`src/rtl/alu_arbiter.sv`:
```
// ---------------------------------------------------------------------------
// alu_arbiter
//
// Shares one combinational ALU between two requesters. Round-robin arbitration
// picks a requester each cycle. The granted requester's command and operands
// drive the ALU. The ALU result and flags are captured into a single-entry
// response register, which has its own valid/ready handshake.
//
// Ports
//   clk, reset                      rising-edge clock, synchronous active-high reset
//   req{0,1}_valid/_ready           per-requester handshake
//   req{0,1}_op/_a/_b               ALU command (3 bits) and operands
//   alu_command/_operandA/_operandB outputs to the shared ALU
//   alu_result/_zero/_carryout/_overflow  ALU outputs, sampled in the same cycle
//   rsp_valid/rsp_ready             response handshake
//   rsp_id                          requester that owns the held response
//   rsp_result/_zero/_carryout/_overflow  captured ALU outputs
//   ops_done                        count of accepted operations; wraps
// ---------------------------------------------------------------------------
module alu_arbiter #(
  parameter int WIDTH     = 32,
  parameter int CNT_WIDTH = 16
) (
  input  logic                 clk,
  input  logic                 reset,
  input  logic                 req0_valid,
  output logic                 req0_ready,
  input  logic [2:0]           req0_op,
  input  logic [WIDTH-1:0]     req0_a,
  input  logic [WIDTH-1:0]     req0_b,
  input  logic                 req1_valid,
  output logic                 req1_ready,
  input  logic [2:0]           req1_op,
  input  logic [WIDTH-1:0]     req1_a,
  input  logic [WIDTH-1:0]     req1_b,
  output logic [2:0]           alu_command,
  output logic [WIDTH-1:0]     alu_operandA,
  output logic [WIDTH-1:0]     alu_operandB,
  input  logic [WIDTH-1:0]     alu_result,
  input  logic                 alu_zero,
  input  logic                 alu_carryout,
  input  logic                 alu_overflow,
  output logic                 rsp_valid,
  input  logic                 rsp_ready,
  output logic                 rsp_id,
  output logic [WIDTH-1:0]     rsp_result,
  output logic                 rsp_zero,
  output logic                 rsp_carryout,
  output logic                 rsp_overflow,
  output logic [CNT_WIDTH-1:0] ops_done
);

  logic                 rsp_valid_q, rsp_valid_d;
  logic                 rsp_id_q, rsp_id_d;
  logic [WIDTH-1:0]     rsp_result_q, rsp_result_d;
  logic                 rsp_zero_q, rsp_zero_d;
  logic                 rsp_carryout_q, rsp_carryout_d;
  logic                 rsp_overflow_q, rsp_overflow_d;
  logic [CNT_WIDTH-1:0] ops_done_q, ops_done_d;
  logic                 last_grant_q, last_grant_d;

  logic grant_valid_s;
  logic grant_id_s;
  logic can_accept_s;
  logic accept_s;

  // Round-robin grant: on a tie, the requester that did not win last time is chosen.
  always_comb begin
    grant_valid_s = 1'b0;
    grant_id_s    = 1'b0;
    case ({req1_valid, req0_valid})
      2'b01: begin
        grant_valid_s = 1'b1;
        grant_id_s    = 1'b0;
      end
      2'b10: begin
        grant_valid_s = 1'b1;
        grant_id_s    = 1'b1;
      end
      2'b11: begin
        grant_valid_s = 1'b1;
        grant_id_s    = ~last_grant_q;
      end
      default: begin
        grant_valid_s = 1'b0;
        grant_id_s    = 1'b0;
      end
    endcase
  end

  // The slot can take a new result when it is empty or is being drained this cycle.
  assign can_accept_s = ~rsp_valid_q | rsp_ready;
  assign accept_s     = can_accept_s & grant_valid_s;
  assign req0_ready   = accept_s & ~grant_id_s;
  assign req1_ready   = accept_s & grant_id_s;

  // ALU input mux: use the granted requester's operation, or all zeros when idle.
  always_comb begin
    alu_command  = 3'd0;
    alu_operandA = {WIDTH{1'b0}};
    alu_operandB = {WIDTH{1'b0}};
    if (grant_valid_s) begin
      if (grant_id_s) begin
        alu_command  = req1_op;
        alu_operandA = req1_a;
        alu_operandB = req1_b;
      end else begin
        alu_command  = req0_op;
        alu_operandA = req0_a;
        alu_operandB = req0_b;
      end
    end else begin
      alu_command  = 3'd0;
      alu_operandA = {WIDTH{1'b0}};
      alu_operandB = {WIDTH{1'b0}};
    end
  end

  // Response slot next state: load on accept, clear valid on drain, otherwise hold.
  always_comb begin
    rsp_valid_d    = rsp_valid_q;
    rsp_id_d       = rsp_id_q;
    rsp_result_d   = rsp_result_q;
    rsp_zero_d     = rsp_zero_q;
    rsp_carryout_d = rsp_carryout_q;
    rsp_overflow_d = rsp_overflow_q;
    ops_done_d     = ops_done_q;
    last_grant_d   = last_grant_q;
    if (accept_s) begin
      rsp_valid_d    = 1'b1;
      rsp_id_d       = grant_id_s;
      rsp_result_d   = alu_result;
      rsp_zero_d     = alu_zero;
      rsp_carryout_d = alu_carryout;
      rsp_overflow_d = alu_overflow;
      ops_done_d     = ops_done_q + {{(CNT_WIDTH-1){1'b0}}, 1'b1};
      last_grant_d   = grant_id_s;
    end else if (rsp_valid_q && rsp_ready) begin
      rsp_valid_d = 1'b0;
    end else begin
      rsp_valid_d = rsp_valid_q;
    end
  end

  // State registers. Reset sets last_grant to 1 so that requester 0 wins the first tie.
  always_ff @(posedge clk) begin
    if (reset) begin
      rsp_valid_q    <= 1'b0;
      rsp_id_q       <= 1'b0;
      rsp_result_q   <= {WIDTH{1'b0}};
      rsp_zero_q     <= 1'b0;
      rsp_carryout_q <= 1'b0;
      rsp_overflow_q <= 1'b0;
      ops_done_q     <= {CNT_WIDTH{1'b0}};
      last_grant_q   <= 1'b1;
    end else begin
      rsp_valid_q    <= rsp_valid_d;
      rsp_id_q       <= rsp_id_d;
      rsp_result_q   <= rsp_result_d;
      rsp_zero_q     <= rsp_zero_d;
      rsp_carryout_q <= rsp_carryout_d;
      rsp_overflow_q <= rsp_overflow_d;
      ops_done_q     <= ops_done_d;
      last_grant_q   <= last_grant_d;
    end
  end

  assign rsp_valid    = rsp_valid_q;
  assign rsp_id       = rsp_id_q;
  assign rsp_result   = rsp_result_q;
  assign rsp_zero     = rsp_zero_q;
  assign rsp_carryout = rsp_carryout_q;
  assign rsp_overflow = rsp_overflow_q;
  assign ops_done     = ops_done_q;

endmodule

```
`config.mk`:
```
export PLATFORM = sky130hd
export DESIGN_NAME = alu_arbiter
export DESIGN_NICKNAME = d
export VERILOG_FILES = /design/src/rtl/alu_arbiter.sv
export SDC_FILE = /design/constraint.sdc
export NUM_CORES = 1
export LEC_CHECK = 0
export ABC_AREA = 0
export CAP_MARGIN = 20
export CORE_AREA = 10 10 107 109
export DETAILED_ROUTE_END_ITERATION = 16
export DIE_AREA = 0 0 117 119
export DONT_BUFFER_PORTS = 1
export SYNTH_ARGS = -nofsm -noshare
export SYNTH_HDL_FRONTEND = slang
export SYNTH_SLANG_ARGS = --single-unit
```
`constraint.sdc`:
```
create_clock -name clk -period 2.6 [get_ports clk]
set_clock_uncertainty 0.2 [all_clocks]
set_input_delay 0.52 -clock clk [delete_from_list [all_inputs] [get_ports clk]]
set_output_delay 0.52 -clock clk [all_outputs]
set_load 0.03 [all_outputs]
```
### Word level (Yosys, flattened, before mapping)

Cells that the tools add are included.

| word-level totals | value |
|---|---|
| bits in registers | 54 |
| input port bits | 174 |
| word-level logic and storage cells | 32 |

| cells by class | value |
|---|---|
| add/subtract/negate cells | 1 |
| equality and inequality tests | 3 |
| mux-type cells | 10 |
| bitwise gates (word level) | 7 |
| reduce and logical (&&, ||, !) cells | 3 |

Operator list:

| kind | number |
|---|---|
| $mux 32 | 4 |
| $add 16x1->16 const B | 1 |
| $mux 3 | 2 |
| $eq 2x2->1 const B | 2 |
| $and 1x1->1 | 3 |
| $mux 1 | 3 |
| $not 1->1 | 3 |
| $reduce_or 3->1 | 1 |
| $eq 2x1->1 const B | 1 |
| $pmux 1 s2 | 1 |
| $reduce_bool 2->1 | 1 |
| $logic_and 1x1->1 | 1 |
| $or 1x1->1 | 1 |

### Longest topological paths before layout

Gate-level depths: netlist of run 1.

| logic depth | value |
|---|---|
| depth after elaboration | 5 |
| mapped depth | 6 |
| gate-level depth less buffers | 5 |

### Least setup slack after synthesis of run 1

Ideal clock, no wire load.

| timing | value |
|---|---|
| path kind | input to output |
| start point | in req0_valid |
| end point | out alu_operandA[0] |
| data arrival time | 2,012 ps |
| setup slack | -132 ps |
| stages on the path | 6 |
| cell sequence | buf_2 -> a21boi_1 -> clkbuf_1 -> clkbuf_1 -> nand2_1 -> o21ai_0 |

| on the way | value |
|---|---|
| word-level cells in the longest chain between the ends | 4 |

RTL lines:

| item | RTL line | source |
|---|---|---|
| start, declared | 26 | `input logic req0_valid,` |
| $eq 2x2->1 or $eq 2x1->1 (tied branches) | 71 | `case ({req1_valid, req0_valid})` |
| $pmux 1 s2 or $reduce_or 3->1 (tied branches) | - |  |
| $mux 32 or $mux 1 (tied branches) | 103, 71 |  |
| $mux 32 * | 102 | `if (grant_valid_s) begin` |
| end, declared | 37 | `output logic [WIDTH-1:0] alu_operandA,` |

Every way passes the cells marked *; elsewhere a longest branch is shown, timed or not.

### Worst setup path in the final report of run 1

| timing | value |
|---|---|
| start point | reg last_grant_q |
| end point | out alu_operandB[28] |

| on the way | value |
|---|---|
| word-level cells in the longest chain between the ends | 4 |

RTL lines:

| item | RTL line | source |
|---|---|---|
| start, declared | 60 | `logic last_grant_q, last_grant_d;` |
| start signal, assigned | 164 | `last_grant_q <= last_grant_d;` |
| $not 1->1 | 82 | `grant_id_s = ~last_grant_q;` |
| $pmux 1 s2 | 71 |  |
| $mux 32 | 103 | `if (grant_id_s) begin` |
| $mux 32 | 102 |  |
| end, declared | 38 | `output logic [WIDTH-1:0] alu_operandB,` |

No other way between the ends.

==> out/qor.txt, run 1 <==
Htree depth -> 2
Crit path kind -> reg2out
Number of enable flip-flop cells after synthesis -> 0
Mapped Cells -> 476
Max frequency -> 423.3 MHz
Worst Setup End Kind -> output port
Post-synth top area share -> 36.35%
Remaining Overflow, GRT -> 0
Antenna violations before repair -> 1
Maximum VDD drop -> 0.0002940 V
PostCTS Resize Cnt -> 0
Final instance area -> 0.003690 sq mm
#FFs+latches synth -> 54
Hold Path Class -> in2reg
Final #Nets -> 700
CP arrival -> 1.64 ns
CP required -> 1.88 ns
TritonCTS clock tree -> done
Cell Pwr Density -> 562.0 mW/mm^2
GRT Total Usage -> 16.32%
Fin util -> 39.01%
Vias in the first global route -> 3069
Num rows -> 36
TritonCTS buffer count -> 5
Total chip power -> 2.074 mW
Worst Reg-to-Reg Cells -> 4
Synthesized area -> 0.002974 sq mm
Placer Congestion -> 0.8567
Crit Path Max Fanout -> 80
Setup Buffers After CTS -> 0
Area delta synth->final -> 24.06%
Share of layout cells above drive strength 1 -> 17.52%
Max Root-Sink Buffers -> 2
Largest net degree at the start of global routing -> 81
Vias -> 3325
Synth Flop Type -> dfxtp_1
Unrepaired setup endpoints after global routing -> no
Leading area contributor after synthesis -> dfxtp_1
DP Cell Count -> 632
Root Buffer -> clkbuf_8
Hold Slack -> 0.07969 ns
DP Area -> 0.003605 sq mm
Die Height -> 119 um
Non-Filler Instances -> 640
Period minus WS final -> 2.362 ns
Area of the multi-input gates -> 0.001744 sq mm
DPL Wire Length -> 10810 um
Top-count cell post-synth -> nand2_1
Status -> finished clean
Startpoint types -> register
Largest cells by area after synthesis -> dfxtp_1 36%, nand2_1 27%, o21ai_0 12%
WL final -> 12900 um
Vias per Instance -> 5.195
Top post-synthesis cells by count -> 210 x nand2_1, 72 x o21ai_0, 54 x dfxtp_1
Routed length per instance -> 20.15 um
Die Width -> 117 um
Dpl ws -> 0.3447 ns
Register area -> 0.001081 sq mm
Core box area -> 0.009459 sq mm
Synthesized Nets -> 651
Detailed Route Iter0 Violations -> 187
Final setup viols -> 0
Pre-antenna DRT Iters -> 5
Async set or reset register ratio after synthesis -> 0%
Antenna viol nets, final -> 0
Post-CTS Hold Buffers -> 0
Hold path depth -> 1
Worst Tran Pin Value -> 0.6142 ns
Drt drc -> 0
Filler instances -> 995
IO Pins -> 296
Tcrit/Tclk final -> 90.86%
Final hold violation count -> 0
P_leak -> 1.523 nW
Slew Viols, Final -> 0
Die area -> 0.01392 sq mm
Clk_lat worst skew -> 0.30 ns
Max_cap viols -> 0
Clock transition at path regs -> 0.09 ns
Final worst slack -> 0.2376 ns
IO Port Bufs -> 0
Initial core utilization -> 31.44%
Synth warnings -> 0
Setup TNS -> 0 ns
Clk sinks -> 54
Slew headroom -> 58.90%
Sequential share of the synthesized area -> 36.35%
First-pass GRT wire length -> 17920 um
Mean Syn Cell Area -> 6.248 sq um
Distinct cells, synth -> 26
[registers in the layout (all words and copies together), names as in the netlist]
register      flops
rsp_overflow      1
ops_done         16
last_grant_q      1
rsp_carryout      1
rsp_zero          1
rsp_result       32
rsp_valid         1
rsp_id            1
[where the power goes]
part | switching [mW] | total, mW | internal [mW] | leakage [nW]
clock | 0.268 | 0.455 | 0.187 | 0.0444
combinational | 0.416 | 0.634 | 0.218 | 1.03
sequential | 0.113 | 0.985 | 0.872 | 0.444
total | 0.797 | 2.07 | 1.28 | 1.52
[metal layers]
layer  routed length [um]  GRT usage (%)  vias up
li1                     -              -     1657
met1                 4459          16.76     1464
met2                 6423          28.60      190
met3                 1808          7.781       14
met4                  203          4.791        0
met5                    0              0        -
[final timing paths]
check / startpoint / to / slack, ns
setup / recovery: last_grant_q / alu_operandB[28] / 0.24
hold reg to reg: last_grant_q / last_grant_q / 0.34
setup reg to reg: rsp_valid / ops_done[10] / 0.53
hold / removal: reset / rsp_result[5] / 0.08
[cells in the final DEF, fill, tap and decap left out, types with 2 or more instances in the layout]
cell type  count
nor4_1         4
dfxtp_1       54
buf_12         2
or3_1          7
xnor2_1        7
o31ai_1        4
o21ai_0       21
nor2_1        10
nand2_1      210
buf_4         78
or4_1          4
inv_1          3
nand4_1        2
clkbuf_8       5
o21ai_1       50
nand3_1        5
a21oi_1       46
[kinds of logic (layout without fill, tap and decap cells)]
family          Yosys count  count (layout)  synth area share, %
compound gates          124             124                21.41
xor+xnor                  7               7                2.061
fa+ha+maj                 1               1               0.4206
buf+inv                  41              90                5.595
flops                    54              54                36.35
other cells               0               1                    0
simple gates            249             249                34.16
[critical path: stages (launching register included)]
cell and delay [ns]:
dfxtp_1 0.35, a21boi_4 0.21, buf_12 0.30, nand2_1 0.10, o21ai_1 0.16, buf_4 0.22
[cell type report]
type | count | share of cell area [%]
inverter | 3 | 0.3052
timing repair buffer | 80 | 16.95
clock inverter | 2 | 0.3730
sequential | 54 | 29.30
multi-input combinational | 381 | 47.27
tap | 114 | 3.866
clock buffer | 5 | 1.865
antenna | 1 | 0.06782
Note: power is estimated with default switching activity, not from simulation.
==> run 2, diff against run 1 <==
--- a/config.mk
+++ b/config.mk
@@ -11,6 +11,7 @@
 export DETAILED_ROUTE_END_ITERATION = 16
 export DIE_AREA = 0 0 117 119
 export DONT_BUFFER_PORTS = 1
+export PLACE_DENSITY = 0.52
 export SYNTH_ARGS = -nofsm -noshare
 export SYNTH_HDL_FRONTEND = slang
 export SYNTH_SLANG_ARGS = --single-unit
==> run 2 against run 1 <==
Die area did not move; register-to-register slack got worse by 0.03 ns; non-clock buffer count rose by 2; wire length shrank 4.5%; worst hold slack lost 0.0062 ns; power grew 6.3%; first-iteration DRC count is 6.4% lower; critical path type unchanged; critical endpoint is now alu_operandB[17]; highest routed layer unchanged.
==> out/qor.txt, run 2 (synthesized netlist as in run 1, its figures left out) <==
Status -> finished clean (unchanged)
Clk_lat worst skew -> 0.30 ns (about the same)
Core box area -> 0.009459 sq mm (unchanged)
Fin util -> 39.63% (was 39.01%)
Clk sinks -> 54 (unchanged)
Vias -> 3320 (was 3325)
Final #Nets -> 702 (was 700)
Htree depth -> 2 (unchanged)
Register area -> 0.001081 sq mm (unchanged)
Final worst slack -> 0.2723 ns (was 0.2376 ns)
Largest net degree at the start of global routing -> 71 (was 81)
Root Buffer -> clkbuf_8 (unchanged)
PostCTS Resize Cnt -> 0 (unchanged)
Placer Congestion -> 0.8169 (was 0.8567)
Antenna viol nets, final -> 0 (unchanged)
Crit Path Max Fanout -> 46 (was 80)
Worst Tran Pin Value -> 0.6068 ns (was 0.6142 ns)
Area of the multi-input gates -> 0.001744 sq mm (unchanged)
Commonest cells after routing, fill and taps aside -> 210 x nand2_1, 79 x buf_4, 54 x dfxtp_1 (was 210 x nand2_1, 78 x buf_4, 54 x dfxtp_1)
TritonCTS clock tree -> done (unchanged)
Worst Setup End Kind -> output port (unchanged)
Detailed Route Iter0 Violations -> 175 (was 187)
P_leak -> 1.552 nW (was 1.523 nW)
Filler instances -> 992 (was 995)
Crit path kind -> reg2out (unchanged)
First-pass GRT wire length -> 17260 um (was 17920 um)
Clock transition at path regs -> 0.10 ns (was 0.09 ns)
CP arrival -> 1.61 ns (was 1.64 ns)
Worst path bufs/invs -> 2 (unchanged)
WL final -> 12320 um (was 12900 um)
IO Port Bufs -> 0 (unchanged)
Number of flip-flops in the largest register -> 32 (unchanged)
Reg2reg start -> rsp_valid (unchanged)
Setup TNS -> 0 ns (unchanged)
Num rows -> 36 (unchanged)
Drt drc -> 0 (unchanged)
Initial core utilization -> 31.44% (unchanged)
Tcrit/Tclk final -> 89.53% (was 90.86%)
Period minus WS final -> 2.328 ns (was 2.362 ns)
Worst Hold Launch -> reset (unchanged)
Final setup viols -> 0 (unchanged)
Die area -> 0.01392 sq mm (unchanged)
Antenna cell count -> 0 (was 1)
Dpl ws -> 0.2614 ns (was 0.3447 ns)
Die Width -> 117 um (unchanged)
Remaining Overflow, GRT -> 0 (unchanged)
Area delta synth->final -> 26.04% (was 24.06%)
CP required -> 1.88 ns (about the same)
Maximum VDD drop -> 0.0003476 V (was 0.0002940 V)
Final hold violation count -> 0 (unchanged)
Slew headroom -> 59.27% (was 58.90%)
Vias per Instance -> 5.171 (was 5.195)
Unrepaired setup endpoints after global routing -> no (unchanged)
Routed length per instance -> 19.19 um (was 20.15 um)
Die Height -> 119 um (unchanged)
IO Pins -> 296 (unchanged)
Startpoint types -> register (unchanged)
Cell Pwr Density -> 588.2 mW/mm^2 (was 562.0 mW/mm^2)
DPL Wire Length -> 10210 um (was 10810 um)
Most common cell after layout, fill and taps aside -> nand2_1 (unchanged)
Critical-path cell list -> a21boi_4 > buf_12 > buf_12 > o21ai_1 (was a21boi_4 > buf_12 > nand2_1 > o21ai_1 > buf_4)
Pre-antenna DRT Iters -> 5 (unchanged)
Hold Path Class -> in2reg (unchanged)
Vias in the first global route -> 2930 (was 3069)
Max_cap viols -> 0 (unchanged)
Max Root-Sink Buffers -> 2 (unchanged)
TritonCTS buffer count -> 5 (unchanged)
Max frequency -> 429.6 MHz (was 423.3 MHz)
Crit path max-delay cell type -> o21ai_1 (was dfxtp_1)
Critical path's top delay family -> compound AO/OA/AOI/OAI gates (was buffers and inverters)
Most Frequent Cell on Critical Path -> buf_12
Share of layout cells above drive strength 1 -> 17.99% (was 17.52%)
GRT Total Usage -> 15.39% (was 16.32%)
Slew Viols, Final -> 0 (unchanged)
Crit-path max cell delay -> 0.51 ns (was 0.35 ns)
Worst Setup SP -> last_grant_q (unchanged)
Antenna violations before repair -> 0 (was 1)
[run 2: stage by stage]
stage	total power [mW]	hold slack [ns]	cells	cell area, sq um
final	2.205	0.07349	642	3749
after global routing	2.321	0.05060	642	3749
after CTS	2.232	0.05961	641	3729
after detailed placement	1.645	0.3184	633	3612
after global placement	1.638	0.3051	633	3612
after floorplan	1.437	0.2575	476	2978
[run 2: layout make-up]
type	count	share of cell area (%)
clock buffer	5	1.836
clock inverter	3	1.268
inverter	3	0.3004
multi-input combinational	381	46.53
sequential	54	28.84
tap	114	3.805
timing repair buffer	82	17.42
[run 2: repair_timing]
action | in CTS | in global routing
setup buffers | 0 | 1
hold buffers | 0 | 0
hold endpoints to repair | 0 | 0
endpoints found under the setup margin | 0 | 3
[run 2: per-layer routing]
metal / wire [um] / track usage, % / up-vias
li1: - / - / 1665
met4: 133 / 3.323 / 0
met1: 4470 / 17.04 / 1462
met5: 0 / 0 / -
met2: 5930 / 25.64 / 183
met3: 1783 / 7.882 / 10
[run 2: path summary, 6_finish.rpt]
check	endpoint	slack, ns	depth (start not counted)
worst max register to register	ops_done[10]	0.50	4
worst min register to register	last_grant_q	0.35	1
worst max-delay path	alu_operandB[17]	0.27	4
worst min-delay path	rsp_result[28]	0.07	1
[run 2: power by group]
group	total, mW	switching (mW)	leakage, nW	internal [mW]
Combinational	0.639	0.415	1.05	0.224
Sequential	0.984	0.112	0.444	0.872
Clock	0.582	0.287	0.0591	0.294
